<file path="src/rtl/gf180mcu_osu_sc_sigrx_pkg.sv">
// rtl/gf180mcu_osu_sc_sigrx_pkg.sv - shared types and defaults for the sigrx receiver
//
// Purpose: filter FSM state encoding and default parameter values used by
// gf180mcu_osu_sc_12t_sigrx.
// Ports: none (package).
package gf180mcu_osu_sc_sigrx_pkg;

  typedef enum logic [1:0] {
    LO      = 2'd0,
    PEND_HI = 2'd1,
    HI      = 2'd2,
    PEND_LO = 2'd3
  } filt_state_t;

  localparam int DEF_SYNC_STAGES = 2;
  localparam int DEF_FILT_CYCLES = 4;

endpackage

</file>
<file path="src/rtl/gf180mcu_osu_sc_12T_sync.sv">
// rtl/gf180mcu_osu_sc_12T_sync.sv - N-flop synchronizer with async active-low reset
//
// Purpose: brings an asynchronous single-bit net into the clk domain.
// Ports:
//   clk   - sampling clock
//   rst_n - asynchronous active-low reset, clears every stage to 0
//   d     - asynchronous input
//   q     - synchronized output (last stage)
module gf180mcu_osu_sc_12T_sync #(
  parameter int STAGES = 2
) (
  input  logic clk,
  input  logic rst_n,
  input  logic d,
  output logic q
);

  logic [STAGES-1:0] chain;

  // Pure flop chain: nothing may sit between stages.
  always_ff @(posedge clk or negedge rst_n) begin
    if (!rst_n) begin
      chain <= '0;
    end else begin
      chain <= {chain[STAGES-2:0], d};
    end
  end

  assign q = chain[STAGES-1];

endmodule

</file>
<file path="src/rtl/gf180mcu_osu_sc_12t_sigrx.sv">
// rtl/gf180mcu_osu_sc_12t_sigrx.sv - synchronizing glitch-filter receiver with event register
//
// Purpose: synchronizes A, accepts a new level only after it persists for
// FILT_CYCLES cycles, and reports each accepted change through a one-entry
// valid/ack event register with a sticky overflow flag.
// Ports:
//   CLK       - clock
//   RN        - asynchronous active-low reset
//   A         - asynchronous input net
//   Y         - filtered, synchronized level
//   RISE/FALL - one-cycle pulses on accepted 0->1 / 1->0 changes
//   EVT_VALID - an event is pending
//   EVT_RISE  - direction of the pending event (1 = rise)
//   EVT_ACK   - consumer accepts the pending event
//   OVF       - sticky: an event was dropped
//   OVF_CLR   - clears OVF (a simultaneous drop wins)
module gf180mcu_osu_sc_12t_sigrx
  import gf180mcu_osu_sc_sigrx_pkg::*;
#(
  parameter int SYNC_STAGES = DEF_SYNC_STAGES,
  parameter int FILT_CYCLES = DEF_FILT_CYCLES
) (
  input  logic CLK,
  input  logic RN,
  input  logic A,
  output logic Y,
  output logic RISE,
  output logic FALL,
  output logic EVT_VALID,
  output logic EVT_RISE,
  input  logic EVT_ACK,
  output logic OVF,
  input  logic OVF_CLR
);

  localparam int CW = $clog2(FILT_CYCLES + 1);

  logic          s;
  filt_state_t   state;
  logic [CW-1:0] cnt;
  logic          cnt_done;
  logic          accept_rise;
  logic          accept_fall;
  logic          accept;

  gf180mcu_osu_sc_12T_sync #(
    .STAGES(SYNC_STAGES)
  ) u_sync (
    .clk  (CLK),
    .rst_n(RN),
    .d    (A),
    .q    (s)
  );

  // Acceptance is decided combinationally so the FSM and the event register
  // see the same change on the same edge. With FILT_CYCLES==1 the stable
  // states accept directly and the pending states are never entered.
  always_comb begin
    cnt_done    = (int'(cnt) + 1) == FILT_CYCLES;
    accept_rise = s  && (((state == LO) && (FILT_CYCLES == 1)) ||
                         ((state == PEND_HI) && cnt_done));
    accept_fall = !s && (((state == HI) && (FILT_CYCLES == 1)) ||
                         ((state == PEND_LO) && cnt_done));
    accept      = accept_rise || accept_fall;
  end

  always_ff @(posedge CLK or negedge RN) begin
    if (!RN) begin
      state <= LO;
      cnt   <= '0;
      Y     <= 1'b0;
      RISE  <= 1'b0;
      FALL  <= 1'b0;
    end else begin
      RISE <= accept_rise;
      FALL <= accept_fall;
      case (state)
        LO: begin
          if (accept_rise) begin
            state <= HI;
            cnt   <= '0;
            Y     <= 1'b1;
          end else if (s) begin
            state <= PEND_HI;
            cnt   <= CW'(1);
          end
        end
        PEND_HI: begin
          if (!s) begin
            state <= LO;
            cnt   <= '0;
          end else if (accept_rise) begin
            state <= HI;
            cnt   <= '0;
            Y     <= 1'b1;
          end else begin
            cnt <= cnt + CW'(1);
          end
        end
        HI: begin
          if (accept_fall) begin
            state <= LO;
            cnt   <= '0;
            Y     <= 1'b0;
          end else if (!s) begin
            state <= PEND_LO;
            cnt   <= CW'(1);
          end
        end
        PEND_LO: begin
          if (s) begin
            state <= HI;
            cnt   <= '0;
          end else if (accept_fall) begin
            state <= LO;
            cnt   <= '0;
            Y     <= 1'b0;
          end else begin
            cnt <= cnt + CW'(1);
          end
        end
        default: begin
          state <= LO;
          cnt   <= '0;
        end
      endcase
    end
  end

  // A new event replaces the pending one only if the slot is empty or is
  // being acknowledged on this very edge; otherwise it is dropped.
  always_ff @(posedge CLK or negedge RN) begin
    if (!RN) begin
      EVT_VALID <= 1'b0;
      EVT_RISE  <= 1'b0;
      OVF       <= 1'b0;
    end else begin
      if (accept && (!EVT_VALID || EVT_ACK)) begin
        EVT_VALID <= 1'b1;
        EVT_RISE  <= accept_rise;
      end else if (EVT_ACK) begin
        EVT_VALID <= 1'b0;
      end

      if (accept && EVT_VALID && !EVT_ACK) begin
        OVF <= 1'b1;
      end else if (OVF_CLR) begin
        OVF <= 1'b0;
      end
    end
  end

endmodule

</file>
<file path="config.mk">
export PLATFORM = sky130hd
export DESIGN_NAME = gf180mcu_osu_sc_12t_sigrx
export DESIGN_NICKNAME = d
export VERILOG_FILES = /design/src/rtl/gf180mcu_osu_sc_sigrx_pkg.sv /design/src/rtl/gf180mcu_osu_sc_12T_sync.sv /design/src/rtl/gf180mcu_osu_sc_12t_sigrx.sv
export SDC_FILE = /design/constraint.sdc
export NUM_CORES = 1
export LEC_CHECK = 0
export CAP_MARGIN = 10
export CORE_MARGIN = 4
export CORE_UTILIZATION = 35
export DETAILED_ROUTE_END_ITERATION = 12
export SLEW_MARGIN = 30
export SYNTH_ARGS = -nofsm -noshare
export SYNTH_HDL_FRONTEND = slang
export SYNTH_SLANG_ARGS = --single-unit
</file>
<file path="constraint.sdc">
create_clock -name CLK -period 1.1 [get_ports CLK]
set_input_delay 0.11 -clock CLK [delete_from_list [all_inputs] [get_ports CLK]]
set_output_delay 0.11 -clock CLK [all_outputs]
set_load 0.01 [all_outputs]
</file>
==> impl_metrics.toml, run 1 <==
[yosys]
synthesis.nets = 51
synthesis.area_per_instance_um2 = 11.5
syn_area_um2 = 518
synth-seq-area-share_pct = 62.8
synth_cell_types = 19
yosysWarningCount = 0
synth.ff_latch_count = 13
syn-instance-count = 45

[clocking]
cts_tree = "done"
clk_transition_reported_paths_ps = 90
ctsHtreeMaxLevel = 1
clock_sinks = 13
cts_buffer_depth = 2
cts-buffers-inserted = 3
cts-hold-fix-buffers = 0
clk_root_buffer_cell = "sky130_fd_sc_hd__clkbuf_4"
insertion_delay_ps = 280

[worst_setup_path]
reg2regPathDepth = 4
r2r_end = "EVT_RISE$_DFFE_PN0P_"
rr_startpoint = "cnt[0]$_DFFE_PN0P_"
setup_slack_of_the_most_critical_reg_to_reg_path_ps = -40
worst_setup_path_end_kind = "register"
worst_setup_path_start_kind = "register"
critical_path_arrival_ps = 1320
crit_type = "reg -> reg"
cp_max_fo = 4
cp.required_ps = 1270
setup_crit_end = "EVT_RISE$_DFFE_PN0P_"
crit_path_start = "cnt[0]$_DFFE_PN0P_"

[grt]
grt_pass1_vias = 410
antenna_found_initial = 0
grt_start_max_net_pins = 14
grt_remaining_overflow = 0
grt.total_usage_pct = 12.5
grt_first_pass_wirelength_um = 1810

[final_layout]
areaGrowthSynthToFinish_pct = 48.8
antenna_cells = 0
drive_gt1_share_pct = 34.3
num-fill-cells = 125
multi_input_comb_area_um2 = 208
fin_nets = 77
regArea_um2 = 327

[placement]
detailed_place_hpwl_um = 765
io_buffers = 10
routabilityCongestion = 0.728
place_ws_ps = -54.2

[drt]
drt_drc_violations_left = 0
post_drt_wl_per_cell_um = 12.9
via_count_of_the_routed_design = 404
routed_via_density = 4.75
first_pass_iters = 4
ant_nets = 0
routed_wirelength_um = 1100
dr.first_iter.drc_count = 2

[timing]
rsz0062_at_grt = "yes"
period_needed_ps = 1140
timing.max_slew.rel_slack_pct = 85.8
timing.final.crit_share_pct = 104
total_negative_slack_ps = -82.1
finalClockSkew_ps = 3.35
highest_attainable_clock_frequency_ghz = 0.876
report.final.hold_viol_count = 0
setup_slack_ps = -42.0
setup_viol = 3
report.final.slew_viol_count = 0
timing_worst_slew_pin_value_ps = 213

[power]
cellPowerDensity_nw_per_um2 = 1960
power.ir.vdd_worst_uv = 983
cellLeakagePower_nw = 0.367

[floorplan]
die-width_um = 46.5
num_rows = 13
initial_core_util_pct = 38.4
die_height_um = 46.5
floorplan.die_area_um2 = 2160
coreArea_um2 = 1350
ios = 11

[run_status]
status = "finished, violations left"
failing_checks = "negative setup slack"

[flow_run]
max_cap_violations = 0

[worst_hold_path]
holdCritPathClass = "in -> async"
-- synthesized netlist by cell type --
master                      instances  area share, %
sky130_fd_sc_hd__inv_1              2            1.4
sky130_fd_sc_hd__o22ai_1            1            1.2
sky130_fd_sc_hd__and3b_1            1            1.7
sky130_fd_sc_hd__o21ai_0            3            2.9
sky130_fd_sc_hd__nand3b_1           1            1.4
sky130_fd_sc_hd__clkbuf_4           1            1.4
sky130_fd_sc_hd__nand2b_1           1            1.2
sky130_fd_sc_hd__o2bb2ai_1          2            3.4
sky130_fd_sc_hd__nand2_1            7            5.1
sky130_fd_sc_hd__dfrtp_1           13             63
sky130_fd_sc_hd__nor2_1             3            2.2
sky130_fd_sc_hd__o31ai_1            1            1.4
sky130_fd_sc_hd__a31oi_1            1            1.2
sky130_fd_sc_hd__nor3b_1            1            1.4
sky130_fd_sc_hd__xor2_2             1            3.1
sky130_fd_sc_hd__ha_1               1            2.4
sky130_fd_sc_hd__and2_2             1            1.4
sky130_fd_sc_hd__nor2b_1            1            1.2
sky130_fd_sc_hd__a21oi_1            3            2.9
-- how the worst min path moves through the flow --
stage | endpoint | from | depth (start not counted)
floorplan | EVT_RISE$_DFFE_PN0P_ | RN | 0
global placement | u_sync.chain[1]$_DFF_PN0_ | u_sync.chain[0]$_DFF_PN0_ | 0
detailed placement | u_sync.chain[1]$_DFF_PN0_ | u_sync.chain[0]$_DFF_PN0_ | 0
CTS | cnt[0]$_DFFE_PN0P_ | RN | 2
global route | u_sync.chain[0]$_DFF_PN0_ | RN | 2
finish | u_sync.chain[0]$_DFF_PN0_ | RN | 2
-- metal layers --
layer	global-route usage, %	vias to the layer above	routed length, µm
met4	8.52	0	21
met3	2.34	4	56
li1	-	201	-
met1	15.5	189	491
met5	0	-	0
met2	19.5	10	528
-- layout make-up --
| cell class | count | area share (%) |
|---|---|---|
| Sequential cell | 13 | 42.4 |
| Multi-Input combinational cell | 29 | 26.9 |
| Timing Repair Buffer | 22 | 23.9 |
| Clock buffer | 4 | 3.41 |
| Tap cell | 15 | 2.44 |
| Inverter | 2 | 0.974 |
-- cells in the final DEF, fill, tap and decap left out, types with 2 or more instances in the layout --
cell | netlist | routed
sky130_fd_sc_hd__a21oi_1 | 3 | 2
sky130_fd_sc_hd__clkdlybuf4s50_1 | 0 | 4
sky130_fd_sc_hd__clkbuf_4 | 1 | 3
sky130_fd_sc_hd__buf_4 | 0 | 12
sky130_fd_sc_hd__inv_1 | 2 | 2
sky130_fd_sc_hd__dlygate4sd2_1 | 0 | 5
sky130_fd_sc_hd__nor2_1 | 3 | 3
sky130_fd_sc_hd__nand2_1 | 7 | 5
sky130_fd_sc_hd__o2bb2ai_1 | 2 | 2
sky130_fd_sc_hd__dfrtp_1 | 13 | 12
sky130_fd_sc_hd__o21ai_0 | 3 | 2
sky130_fd_sc_hd__nand2_2 | 0 | 2
-- kinds of logic after synthesis --
group / synth area share [%]
XOR/XNOR: 3.14
buffers and inverters: 2.90
AO/OA/AOI/OAI: 13.0
flip-flops: 62.8
adder cells (fa/ha/maj): 2.42
AND/OR/NAND/NOR: 15.7
-- metrics by stage --
| step | power, W | hold WS [ps] | instances | utilization (%) | cell area, µm² |
|---|---|---|---|---|---|
| 2_1_floorplan | 0.000872 | -186 | 45 | - | 520 |
| 3_3_place_gp | 0.00108 | 336 | 77 | 51.3 | 692 |
| 3_5_place_dp | 0.00109 | 345 | 77 | 51.3 | 692 |
| 4_1_cts | 0.00144 | 141 | 82 | 54.7 | 738 |
| 5_1_grt | 0.00162 | 153 | 85 | 57.1 | 771 |
| 6_report | 0.00151 | 126 | 85 | 57.1 | 771 |
-- critical path, stage by stage, from the launching register on --
cell and delay [ps]:
sky130_fd_sc_hd__dfrtp_1 390, sky130_fd_sc_hd__ha_2 200, sky130_fd_sc_hd__and3b_2 240, sky130_fd_sc_hd__a31oi_1 160, sky130_fd_sc_hd__a21oi_1 50
-- sequential cells by signal, summed over array words and instances, names as in the netlist, named ones only --
| register | cells |
|---|---|
| EVT_RISE | 1 |
| EVT_VALID | 1 |
| FALL | 1 |
| OVF | 1 |
| RISE | 1 |
| Y | 1 |
| cnt | 3 |
| state | 1 |
| u_sync.chain | 2 |
-- power by group --
part           switching [W]  internal [W]
registers          0.0000877      0.000572
logic               0.000230      0.000304
clock network       0.000173      0.000141
-- timing repair --
action | in CTS | in global routing
gates cloned | 0 | 0
gates resized for setup | 12 | 4
endpoints found under the setup margin | 12 | 12
pin swaps | 2 | 4
buffers inserted | 1 | 3
(Power assumes the default switching activity.)
==> run 2, diff against run 1 <==
--- a/config.mk
+++ b/config.mk
@@ -5,7 +5,6 @@
 export SDC_FILE = /design/constraint.sdc
 export NUM_CORES = 1
 export LEC_CHECK = 0
-export CAP_MARGIN = 10
 export CORE_MARGIN = 4
 export CORE_UTILIZATION = 35
 export DETAILED_ROUTE_END_ITERATION = 12
==> results of run 2 <==
Same layout as run 1: the final DEF is identical, and so are final timing and power.
==> run 3, diff against run 2 <==
--- a/config.mk
+++ b/config.mk
@@ -5,7 +5,8 @@
 export SDC_FILE = /design/constraint.sdc
 export NUM_CORES = 1
 export LEC_CHECK = 0
-export CORE_MARGIN = 4
+export CORE_ASPECT_RATIO = 1.1
+export CORE_MARGIN = 5
 export CORE_UTILIZATION = 35
 export DETAILED_ROUTE_END_ITERATION = 12
 export SLEW_MARGIN = 30
==> run 3 against run 2 <==
The flow still finishes with violations (negative setup slack). Wire length grew 1.5%. Final cell count up 3.5%. Combinational power is 3% higher. Critical path depth did not move. Highest routed layer unchanged.
==> impl_metrics.toml, run 3 (same netlist as run 1, synthesis figures left out) <==
[clocking]
insertion_delay_ps = 280
cts-buffers-inserted = 3
clock_sinks = 13
cts_tree = "done"
ctsHtreeMaxLevel = 1
clk_root_buffer_cell = "sky130_fd_sc_hd__clkbuf_4"
cts_buffer_depth = 2
clk_transition_reported_paths_ps = 80

[final_layout]
num-fill-cells = 117
postLayoutCellArea_um2 = 805
mostFrequentLayoutCells = "sky130_fd_sc_hd__buf_4 (13), sky130_fd_sc_hd__dfrtp_1 (12), sky130_fd_sc_hd__nand2_1 (4), sky130_fd_sc_hd__clkdlybuf4s50_1 (4)"
largestRegisters = "cnt: 3 flops, u_sync.chain: 2 flops"
fin_nets = 79
most_common_cell_after_layout_fill_and_taps_aside = "sky130_fd_sc_hd__buf_4"
most_flop_heavy_register = "cnt"
drive_gt1_share_pct = 37.5
areaGrowthSynthToFinish_pct = 55.3
antenna_cells = 0
largest_register_ffs = 3

[timing]
rsz0062_at_grt = "yes"
highest_attainable_clock_frequency_ghz = 0.847
setup_viol = 4
report.final.slew_viol_count = 0
report.final.hold_viol_count = 0
setup_slack_ps = -80.7
period_needed_ps = 1180
timing.final.crit_share_pct = 107
finalClockSkew_ps = 1.02
timing_worst_slew_pin_value_ps = 201
timing.max_slew.rel_slack_pct = 86.5

[worst_setup_path]
slowest_delay_ps = 400
path_cells = "ha_2 -> and3b_2 -> a31oi_1 -> a21oi_1"
cp_max_fo = 4
crit_path_start = "cnt[1]$_DFFE_PN0P_"
worst_setup_path_end_kind = "register"
crit_type = "reg -> reg"
standard_cell_with_the_maximum_stage_delay_on_the_critical_path = "sky130_fd_sc_hd__dfrtp_1"
critical_path_arrival_ps = 1350
cp.required_ps = 1260
worst_setup_path_start_kind = "register"
rr_startpoint = "cnt[1]$_DFFE_PN0P_"

[floorplan]
ios = 11
num_rows = 14
die_height_um = 50.4
die-width_um = 46.7
floorplan.die_area_um2 = 2350
coreArea_um2 = 1380
initial_core_util_pct = 37.4

[drt]
ant_nets = 0
drt_drc_violations_left = 0
routed_wirelength_um = 1110
via_count_of_the_routed_design = 421
dr.first_iter.drc_count = 1
routed_via_density = 4.78
post_drt_wl_per_cell_um = 12.7
first_pass_iters = 3

[placement]
place_area_um2 = 686
io_buffers = 10
routabilityCongestion = 0.724
detailed_place_hpwl_um = 721

[grt]
grt_pass1_vias = 427
antenna_found_initial = 0
grt_remaining_overflow = 0
grt.total_usage_pct = 11.8
grt_start_max_net_pins = 14
grt_first_pass_wirelength_um = 1930

[worst_hold_path]
holdCritPathClass = "in -> async"

[run_status]
status = "finished, violations left"
failing_checks = "negative setup slack"

[flow_run]
max_cap_violations = 0

[power]
cellLeakagePower_nw = 0.376
power.ir.vdd_worst_uv = 1060
cellPowerDensity_nw_per_um2 = 1870
finalPower_w = 0.00150
run 3: metal layers:
metal  up-vias  share of wire (%)  track usage, %
met5         -                  0               0
met4         0                2.5            8.29
met3         3                9.2            4.29
met2        13                 47            16.3
met1       197                 41            14.9
li1        208                  -               -
run 3: report_power, final:
| group | switching (W) | internal, W |
|---|---|---|
| Sequential | 0.0000848 | 0.000572 |
| Clock | 0.000154 | 0.000141 |
| Combinational | 0.000239 | 0.000311 |
| Total | 0.000478 | 0.00102 |
run 3: final timing paths:
check	cells past startpoint	to	slack [ps]
worst max-delay path	4	EVT_RISE$_DFFE_PN0P_	-80
worst min-delay path	2	FALL$_DFF_PN0_	140
worst max register to register	4	EVT_RISE$_DFFE_PN0P_	-80
worst min register to register	0	u_sync.chain[1]$_DFF_PN0_	360
max in group asynchronous	2	u_sync.chain[1]$_DFF_PN0_	780
min in group CLK	1	u_sync.chain[0]$_DFF_PN0_	270
run 3: through the flow:
| stage | setup TNS (ps) | hold WS (ps) | utilization, % | setup WS [ps] | cells |
|---|---|---|---|---|---|
| after floorplan | 0 | -186 | - | 1.21 | 45 |
| after global placement | -70.7 | 333 | 49.5 | -41.1 | 77 |
| after detailed placement | -199 | 340 | 49.5 | -86.3 | 77 |
| after CTS | -195 | 138 | 52.0 | -61.4 | 82 |
| after global routing | -647 | 145 | 58.1 | -128 | 88 |
| final | -203 | 143 | 58.1 | -80.7 | 88 |
run 3: worst max-delay path, delay by kind of cell (launching register included):
kind	cells	cell delay (ps)
AO/OA/AOI/OAI	2	220
flip-flops	1	400
adder cells (fa/ha/maj)	1	200
AND/OR/NAND/NOR	1	250
run 3: layout make-up:
cell class                 instances  area [µm²]  share of cell area (%)
clock buffer                       4        26.3                    3.27
inverter                           2        7.51                   0.933
multi-input combinational         29         210                    26.1
sequential                        13         327                    40.6
tap                               16        20.0                    2.49
timing repair buffer              24         214                    26.6
run 3: what timing repair did:
item / CTS / global route
gates resized for setup: 10 / 9
pin swaps: 3 / 2
hold buffers: 0 / 0
setup endpoints to repair: 12 / 15
buffers inserted: 1 / 6
